## src/rtl/mux_scan_nx1.sv

```systemverilog
// Registered N-channel x W-bit multiplexer with direct select, hold, and an
// autonomous scan sequencer that presents one sample per enabled channel over valid/ready.
module mux_scan_nx1 #(
  parameter int N_CH  = 16,
  parameter int W     = 1,
  parameter int DWELL = 4,
  parameter int SEL_W = $clog2(N_CH)
) (
  input  logic              clk_i,
  input  logic              rst_i,
  input  logic [N_CH*W-1:0] inp_i,
  input  logic [SEL_W-1:0]  sel_i,
  input  logic [1:0]        mode_i,
  input  logic [N_CH-1:0]   en_mask_i,
  input  logic              out_ready_i,
  output logic [W-1:0]      out_o,
  output logic [SEL_W-1:0]  ch_o,
  output logic              out_valid_o,
  output logic              err_o
);

  localparam int CNT_W = $clog2(DWELL + 1);

  localparam logic [1:0] S_IDLE    = 2'd0;
  localparam logic [1:0] S_DWELL   = 2'd1;
  localparam logic [1:0] S_PRESENT = 2'd2;

  localparam logic [1:0] MODE_DIRECT = 2'b00;
  localparam logic [1:0] MODE_SCAN   = 2'b01;

  localparam logic [SEL_W:0]   N_CH_L   = (SEL_W + 1)'(N_CH);
  localparam logic [CNT_W-1:0] DWELL_M1 = CNT_W'(DWELL - 1);

  logic [1:0]       r_state;
  logic [CNT_W-1:0] r_cnt;
  logic [SEL_W-1:0] r_ch;
  logic [W-1:0]     r_out;
  logic [SEL_W-1:0] r_ch_o;
  logic             r_valid;
  logic             r_err;

  logic [1:0]       w_state_nx;
  logic [CNT_W-1:0] w_cnt_nx;
  logic [SEL_W-1:0] w_ch_nx;
  logic [W-1:0]     w_out_nx;
  logic [SEL_W-1:0] w_ch_o_nx;
  logic             w_valid_nx;
  logic             w_err_nx;

  // Channel fetch by index; out-of-range indices read as zero.
  function automatic logic [W-1:0] f_chan(input logic [N_CH*W-1:0] bus,
                                          input logic [SEL_W-1:0]  idx);
    logic [W-1:0] res;
    res = {W{1'b0}};
    for (int j = 0; j < N_CH; j++) begin
      res = (idx == SEL_W'(j)) ? bus[j*W +: W] : res;
    end
    return res;
  endfunction

  function automatic logic [SEL_W-1:0] f_lowest(input logic [N_CH-1:0] mask);
    logic [SEL_W-1:0] res;
    res = {SEL_W{1'b0}};
    for (int j = N_CH - 1; j >= 0; j--) begin
      res = mask[j] ? SEL_W'(j) : res;
    end
    return res;
  endfunction

  // Nearest enabled channel strictly after cur (wrapping); cur itself ranks last.
  function automatic logic [SEL_W-1:0] f_next(input logic [N_CH-1:0]  mask,
                                              input logic [SEL_W-1:0] cur);
    logic [SEL_W-1:0] best;
    int               best_d;
    int               d;
    best   = cur;
    best_d = N_CH + 1;
    for (int j = 0; j < N_CH; j++) begin
      d = (j - int'(cur) + N_CH) % N_CH;
      d = (d == 0) ? N_CH : d;
      if (mask[j] && (d < best_d)) begin
        best   = SEL_W'(j);
        best_d = d;
      end else begin
        best_d = best_d;
      end
    end
    return best;
  endfunction

  // Next-state and next-output selection for all modes.
  always_comb begin
    w_state_nx = r_state;
    w_cnt_nx   = r_cnt;
    w_ch_nx    = r_ch;
    w_out_nx   = r_out;
    w_ch_o_nx  = r_ch_o;
    w_valid_nx = r_valid;
    w_err_nx   = r_err;
    case (mode_i)
      MODE_DIRECT: begin
        w_state_nx = S_IDLE;
        w_ch_o_nx  = sel_i;
        w_valid_nx = 1'b1;
        if ({1'b0, sel_i} < N_CH_L) begin
          w_out_nx = f_chan(inp_i, sel_i);
          w_err_nx = 1'b0;
        end else begin
          w_out_nx = {W{1'b0}};
          w_err_nx = 1'b1;
        end
      end
      MODE_SCAN: begin
        case (r_state)
          S_IDLE: begin
            w_valid_nx = 1'b0;
            if (en_mask_i == {N_CH{1'b0}}) begin
              w_err_nx   = 1'b1;
              w_state_nx = S_IDLE;
            end else begin
              w_ch_nx    = f_lowest(en_mask_i);
              w_cnt_nx   = {CNT_W{1'b0}};
              w_err_nx   = 1'b0;
              w_state_nx = S_DWELL;
            end
          end
          S_DWELL: begin
            w_cnt_nx = r_cnt + CNT_W'(1'b1);
            // Data is sampled at the end of the dwell, not at the channel switch.
            if (r_cnt == DWELL_M1) begin
              w_out_nx   = f_chan(inp_i, r_ch);
              w_ch_o_nx  = r_ch;
              w_valid_nx = 1'b1;
              w_state_nx = S_PRESENT;
            end else begin
              w_state_nx = S_DWELL;
            end
          end
          S_PRESENT: begin
            if (out_ready_i) begin
              w_valid_nx = 1'b0;
              w_cnt_nx   = {CNT_W{1'b0}};
              if (en_mask_i == {N_CH{1'b0}}) begin
                w_err_nx   = 1'b1;
                w_state_nx = S_IDLE;
              end else begin
                w_ch_nx    = f_next(en_mask_i, r_ch);
                w_state_nx = S_DWELL;
              end
            end else begin
              w_state_nx = S_PRESENT;
            end
          end
          default: begin
            w_state_nx = S_IDLE;
            w_valid_nx = 1'b0;
          end
        endcase
      end
      default: begin
        w_state_nx = S_IDLE;
        w_valid_nx = 1'b0;
        w_err_nx   = 1'b0;
      end
    endcase
  end

  // State and output registers with synchronous reset.
  always_ff @(posedge clk_i) begin
    if (rst_i) begin
      r_state <= S_IDLE;
      r_cnt   <= {CNT_W{1'b0}};
      r_ch    <= {SEL_W{1'b0}};
      r_out   <= {W{1'b0}};
      r_ch_o  <= {SEL_W{1'b0}};
      r_valid <= 1'b0;
      r_err   <= 1'b0;
    end else begin
      r_state <= w_state_nx;
      r_cnt   <= w_cnt_nx;
      r_ch    <= w_ch_nx;
      r_out   <= w_out_nx;
      r_ch_o  <= w_ch_o_nx;
      r_valid <= w_valid_nx;
      r_err   <= w_err_nx;
    end
  end

  assign out_o       = r_out;
  assign ch_o        = r_ch_o;
  assign out_valid_o = r_valid;
  assign err_o       = r_err;

endmodule

```

## config.mk

```make
export PLATFORM = sky130hd
export DESIGN_NAME = mux_scan_nx1
export DESIGN_NICKNAME = d
export VERILOG_FILES = /design/src/rtl/mux_scan_nx1.sv
export SDC_FILE = /design/constraint.sdc
export NUM_CORES = 1
export LEC_CHECK = 0
export BUFFER_PORTS_ARGS = -buffer_cell sky130_fd_sc_hd__buf_2
export CAP_MARGIN = 10
export CORE_MARGIN = 2
export CORE_UTILIZATION = 33
export CTS_CLUSTER_SIZE = 20
export DETAILED_ROUTE_END_ITERATION = 12
export RECOVER_POWER = 25
export SYNTH_ARGS = -nofsm -noshare
export SYNTH_HDL_FRONTEND = slang
export SYNTH_SLANG_ARGS = --single-unit
```

## constraint.sdc

```tcl
create_clock -name clk_i -period 21.9 [get_ports clk_i]
set_input_delay 1.095 -clock clk_i [delete_from_list [all_inputs] [get_ports clk_i]]
set_output_delay 1.095 -clock clk_i [all_outputs]
set_load 0.02 [all_outputs]
```

# Word level (Yosys, flattened, before mapping)
# Cells that the tools add are included.
# word_totals
regBits	16
in_bits	41
out_inout_bits	7
wordCells	358
# op_classes
muxes	180
n_reduce_logical	62
magnitude_cmp	16
n_eq_ne	43
addsub	33
n_bitwise	17
# op_table
operator	n
$mux W32	91
$logic_not A32 Y1	16
$lt A32 B32 Y1	15
$mux W4	37
$add A5 B6 Y7 const B	16
$eq A4 B4 Y1 const B	16
$reduce_or A4 Y1	16
$mux W1	40
$sub A4 B4 Y5 const A	8
$eq A4 B3 Y1 const B	8
$lt A32 B6 Y1 const B	1
$sub A3 B4 Y5 const A	4
$ne A17 B17 Y1 const B	1
$and A1 B1 Y1	16
$eq A4 B2 Y1 const B	4
$logic_and A1 B1 Y1	16
$logic_not A16 Y1	1
$pmux W4 S2	2
$ne A2 B2 Y1 const B	5
$sub A1 B4 Y5 const A	2
$sub A2 B4 Y5 const A	2
$pmux W3 S3	1
$eq A4 B1 Y1 const B	2
$logic_not A4 Y1	2
other kinds (19)	29

# Logic depth before layout (Yosys ltp)
# depth
word_depth	117
depth_mapped	129
ltp_nobuf	118

# Worst setup path before layout
# Ideal clock, no wire load.
# synth_timing
kind	register to register
from	register r_ch[1]
to	register r_ch[2]
n_path_buf	11
slack_ns	-1.740
path_stages_with_launch	118
period_less_slack_ns	23.640
t_arrival_ns	23.552
cell_sequence	dfxtp_1 -> clkbuf_1 -> inv_1 -> ha_1 -> nor2b_1 -> xnor2_1 -> inv_1 -> a31oi_1 -> ha_1 -> o21a_1 -> o31a_1 -> nor2_1 -> clkbuf_1 -> nand2_1 -> o21ai_0 -> inv_1 -> ha_1 -> nand2_1 -> (+82 left out) -> clkbuf_1 -> mux2_2 -> ha_1 -> nand2b_1 -> or4_1 -> nor3_1 -> o21a_1 -> a211o_1 -> buf_2 -> a21oi_1 -> ha_1 -> o21ai_0 -> a31oi_1 -> nand3_1 -> nor2_1 -> nand3b_4 -> o21a_1 -> o31ai_1
# synth_between
elab_chain_len	117
# synth_rtl
element	line	text
from (decl)	36	logic [SEL_W-1:0] r_ch;
from (signal assigned)	173	r_ch <= {SEL_W{1'b0}};
from (signal assigned)	181	r_ch <= w_ch_nx;
$sub A1 B4 Y5	79	d = (j - int'(cur) + N_CH) % N_CH;
$add A5 B6 Y7	79	
$reduce_or A4 Y1 (no source line)	n/a	
$and A1 B1 Y1 (no source line)	n/a	
$logic_not A32 Y1	80	d = (d == 0) ? N_CH : d;
$mux W32	80	
$lt A32 B6 Y1	81	if (mask[j] && (d < best_d)) begin
$logic_and A1 B1 Y1	81	
(+101 left out)	n/a	
$mux W32	114	case (r_state)
$mux W32	100	case (mode_i)
$lt A32 B32 Y1	81	
$logic_and A1 B1 Y1	81	
$mux W4	81	
$mux W4	143	if (en_mask_i == {N_CH{1'b0}}) begin
$mux W4	140	if (out_ready_i) begin
$pmux W4 S2	114	
# Parallel ways exist; a longest one is shown, timed or not. The select of a mux whose other input is x is not followed.
# A chain may end at the register's enable or synchronous reset.

# Final worst setup path
# layout_timing
from	register r_ch[2]
to	register r_ch[2]
# Same word-level chain as after synthesis.

==> impl_metrics.json <==
{
  "clkSlewWorstSetupHoldPaths_ns": 0.05,
  "cts_buffers": 3,
  "ir_drop_v": 0.0000693,
  "worstPathRequired_ns": 22.05,
  "ys_ff_latch": 16,
  "final_max_slew_viol_count": 0,
  "outcome": "complete, no violations",
  "cts_root_buf": "clkbuf_16",
  "cts_tree": "yes",
  "p_sw_w": 0.000583,
  "dp_slack_ns": -0.711,
  "ctsHoldBuffers": 0,
  "power_switching_share_pct": 51.0,
  "synth_ff_type": "dfxtp_1",
  "track_usage_pct": 22.0,
  "tns_ns": 0,
  "cp-start-kind": "flip-flop",
  "drt_iter0_drc": 565,
  "p_clk_share_pct": 3.5,
  "boundaryPins": 48,
  "setup_ws_ns": 0.549,
  "core_area_um2": 15800,
  "grt_max_degree": 24,
  "p_per_area_nw_per_um2": 155,
  "die_y_um": 131,
  "drive_above_1_share_pct": 34.2,
  "grt-ovfl-total": 0,
  "routed-via-count": 6719,
  "async_flop_share_pct": 0,
  "rows": 46,
  "synth.top_cell.area_share_pct": 13.9,
  "synth_nets": 886,
  "io_buffers": 47,
  "seqPwrFrac_pct": 2.7,
  "setup_viol": 0,
  "synth_top_area_cell": "ha_1",
  "worstHoldPathCells": 2,
  "die_w_um": 131,
  "finalHoldViolCount": 0,
  "min_from": "r_cnt[2]",
  "critPathLaunch": "r_ch[2]",
  "cp-end-kind": "flip-flop",
  "period_needed_ns": 21.35,
  "cts_max_level": 1,
  "antenna_found_initial": 1,
  "hold_path_class": "flip-flop to flip-flop",
  "period_share_pct": 97.5,
  "cap_violations": 0,
  "post_dp_cell_area_um2": 6230,
  "netlist_instances": 786,
  "ant_nets": 0,
  "p_int_w": 0.000561,
  "synth-edff-count": 0,
  "cts.path.max_buffers": 2,
  "routed_via_density": 5.93,
  "area_growth_syn_to_layout_pct": 38.6,
  "crit_path_max_incr_delay_ns": 0.43,
  "p_comb_share_pct": 93.9,
  "nNetsFinal": 1019,
  "synth.distinct_cells": 86,
  "die-area_um2": 17100,
  "syn-cell-area_um2": 5310,
  "routedWlPerCell_um": 18.2,
  "syn_area_per_cell_um2": 6.76,
  "leakage_nw": 3.07,
  "drtPass1Iterations": 6,
  "worst-path-max-fanout": 8,
  "cpMostUsedCell": "ha_4",
  "critical_path_class": "flip-flop to flip-flop",
  "worst_pin_slew_ns": 0.999,
  "synth.top_cells.by_area": "ha_1 (14%), nand2_1 (6.9%), a21oi_1 (6.8%), nor2_1 (6.7%), dfxtp_1 (6.0%)",
  "fin_area_um2": 7370,
  "fill_cells": 1571,
  "ys_warn_count": 0,
  "max_freq_mhz": 46.8,
  "final_common_cell": "buf_4",
  "num_antenna_cells": 0,
  "drc": 0,
  "seq_area_frac_synth_pct": 6.03,
  "start_util_pct": 33.6,
  "worstPathArrival_ns": 21.51,
  "final_util_pct": 46.5,
  "gp_congestion": 0.898,
  "dp_hpwl_mm": 15.3,
  "grt_first_pass_wirelength_mm": 30.3,
  "worstSkewPairLatency_ns": 0.24,
  "cts.sinks": 16,
  "reg2reg_depth": 114,
  "critPathSlowestCell": "or4_4",
  "layout_common_cells": "buf_4 (111), nand2_1 (90), nor2_1 (84)",
  "first_global_vias": 5932,
  "drt_wl_total_mm": 20.7,
  "slew_headroom_pct": 33.2,
  "r2r_start": "r_ch[2]",
  "clock_skew_ns": 0.000829
}
==> metrics by stage <==
| step | std cells | hold slack (ns) | power [W] |
|---|---|---|---|
| 3_5_place_dp | 1076 | 0.477 | 0.000830 |
| 5_1_grt | 1134 | 0.531 | 0.00124 |
| 4_1_cts | 1094 | 0.490 | 0.000905 |
| 2_1_floorplan | 786 | 0.457 | 0.000655 |
| 6_report | 1134 | 0.484 | 0.00114 |
| 3_3_place_gp | 1076 | 0.472 | 0.000827 |
==> path summary, 6_finish.rpt <==
| check | to | slack (ns) |
|---|---|---|
| min | r_cnt[2] | 0.48 |
| min reg2reg | r_cnt[2] | 0.48 |
| max reg2reg | r_ch[2] | 0.55 |
| max | r_ch[2] | 0.55 |
==> state kept, by name, summed over array words and instances, names as in the netlist <==
signal,cells
r_state,2
r_ch,4
r_cnt,3
out_o,1
err_o,1
out_valid_o,1
ch_o,4
==> power by group through the flow <==
stage / logic, W / registers (W) / clock network [W]
floorplan: 0.000623 / 0.0000322 / 0
global placement: 0.000795 / 0.0000314 / 0
detailed placement: 0.000799 / 0.0000314 / 0
CTS: 0.000835 / 0.0000308 / 0.0000397
global route: 0.00117 / 0.0000309 / 0.0000414
finish: 0.00107 / 0.0000308 / 0.0000396
==> worst max-delay path, delay by kind of cell (launching register included) <==
| family | cells | cell delay (ns) |
|---|---|---|
| compound gates | 46 | 8.64 |
| fa+ha+maj | 16 | 4.05 |
| simple gates | 37 | 4.76 |
| mux | 7 | 2.27 |
| flops | 1 | 0.35 |
| xor+xnor | 1 | 0.16 |
| buf+inv | 7 | 0.95 |
==> logic make-up (layout without fill, tap and decap cells) <==
logic type,Yosys count,count (layout),share of synthesized area (%)
AND/OR/NAND/NOR,315,315,28.8
AO/OA/AOI/OAI,265,265,34.3
multiplexers,32,32,7.51
XOR/XNOR,9,9,1.63
buffers and inverters,84,216,6.69
flip-flops,16,16,6.03
adder cells (fa/ha/maj),65,65,15.0
==> cell usage after synthesis (16+ instances only) <==
| cell | n |
|---|---|
| nand2_1 | 98 |
| nor2_1 | 95 |
| a21oi_1 | 72 |
| ha_1 | 59 |
| inv_1 | 48 |
| o21ai_0 | 37 |
| clkbuf_1 | 21 |
| nor3_1 | 19 |
| a211oi_1 | 17 |
| nand3_1 | 17 |
| dfxtp_1 | 16 |
==> timing repair <==
item | in CTS | in global routing
endpoints found under the hold margin | 0 | 0
endpoints found under the setup margin | 4 | 4
pin swaps | 10 | 59
resized for setup | 10 | 119
buffers inserted | 14 | 40
==> layer usage <==
metal	up-vias	share of wire, %	track usage [%]
met1	3165	44	30.2
met4	2	2.9	6.13
met5	-	0.068	0
li1	3198	-	-
met3	60	5.9	1.51
met2	294	47	37.2
==> layout make-up <==
cell class / count / area (µm²) / area share [%]
clock buffers: 4 / 88.8 / 1.21
inverters: 50 / 195 / 2.65
multi-input cells: 686 / 5380 / 73.1
flip-flops and latches: 16 / 323 / 4.38
well taps: 216 / 270 / 3.67
repair buffers: 162 / 1110 / 15.0
Note: power is estimated with default switching activity, not from simulation.
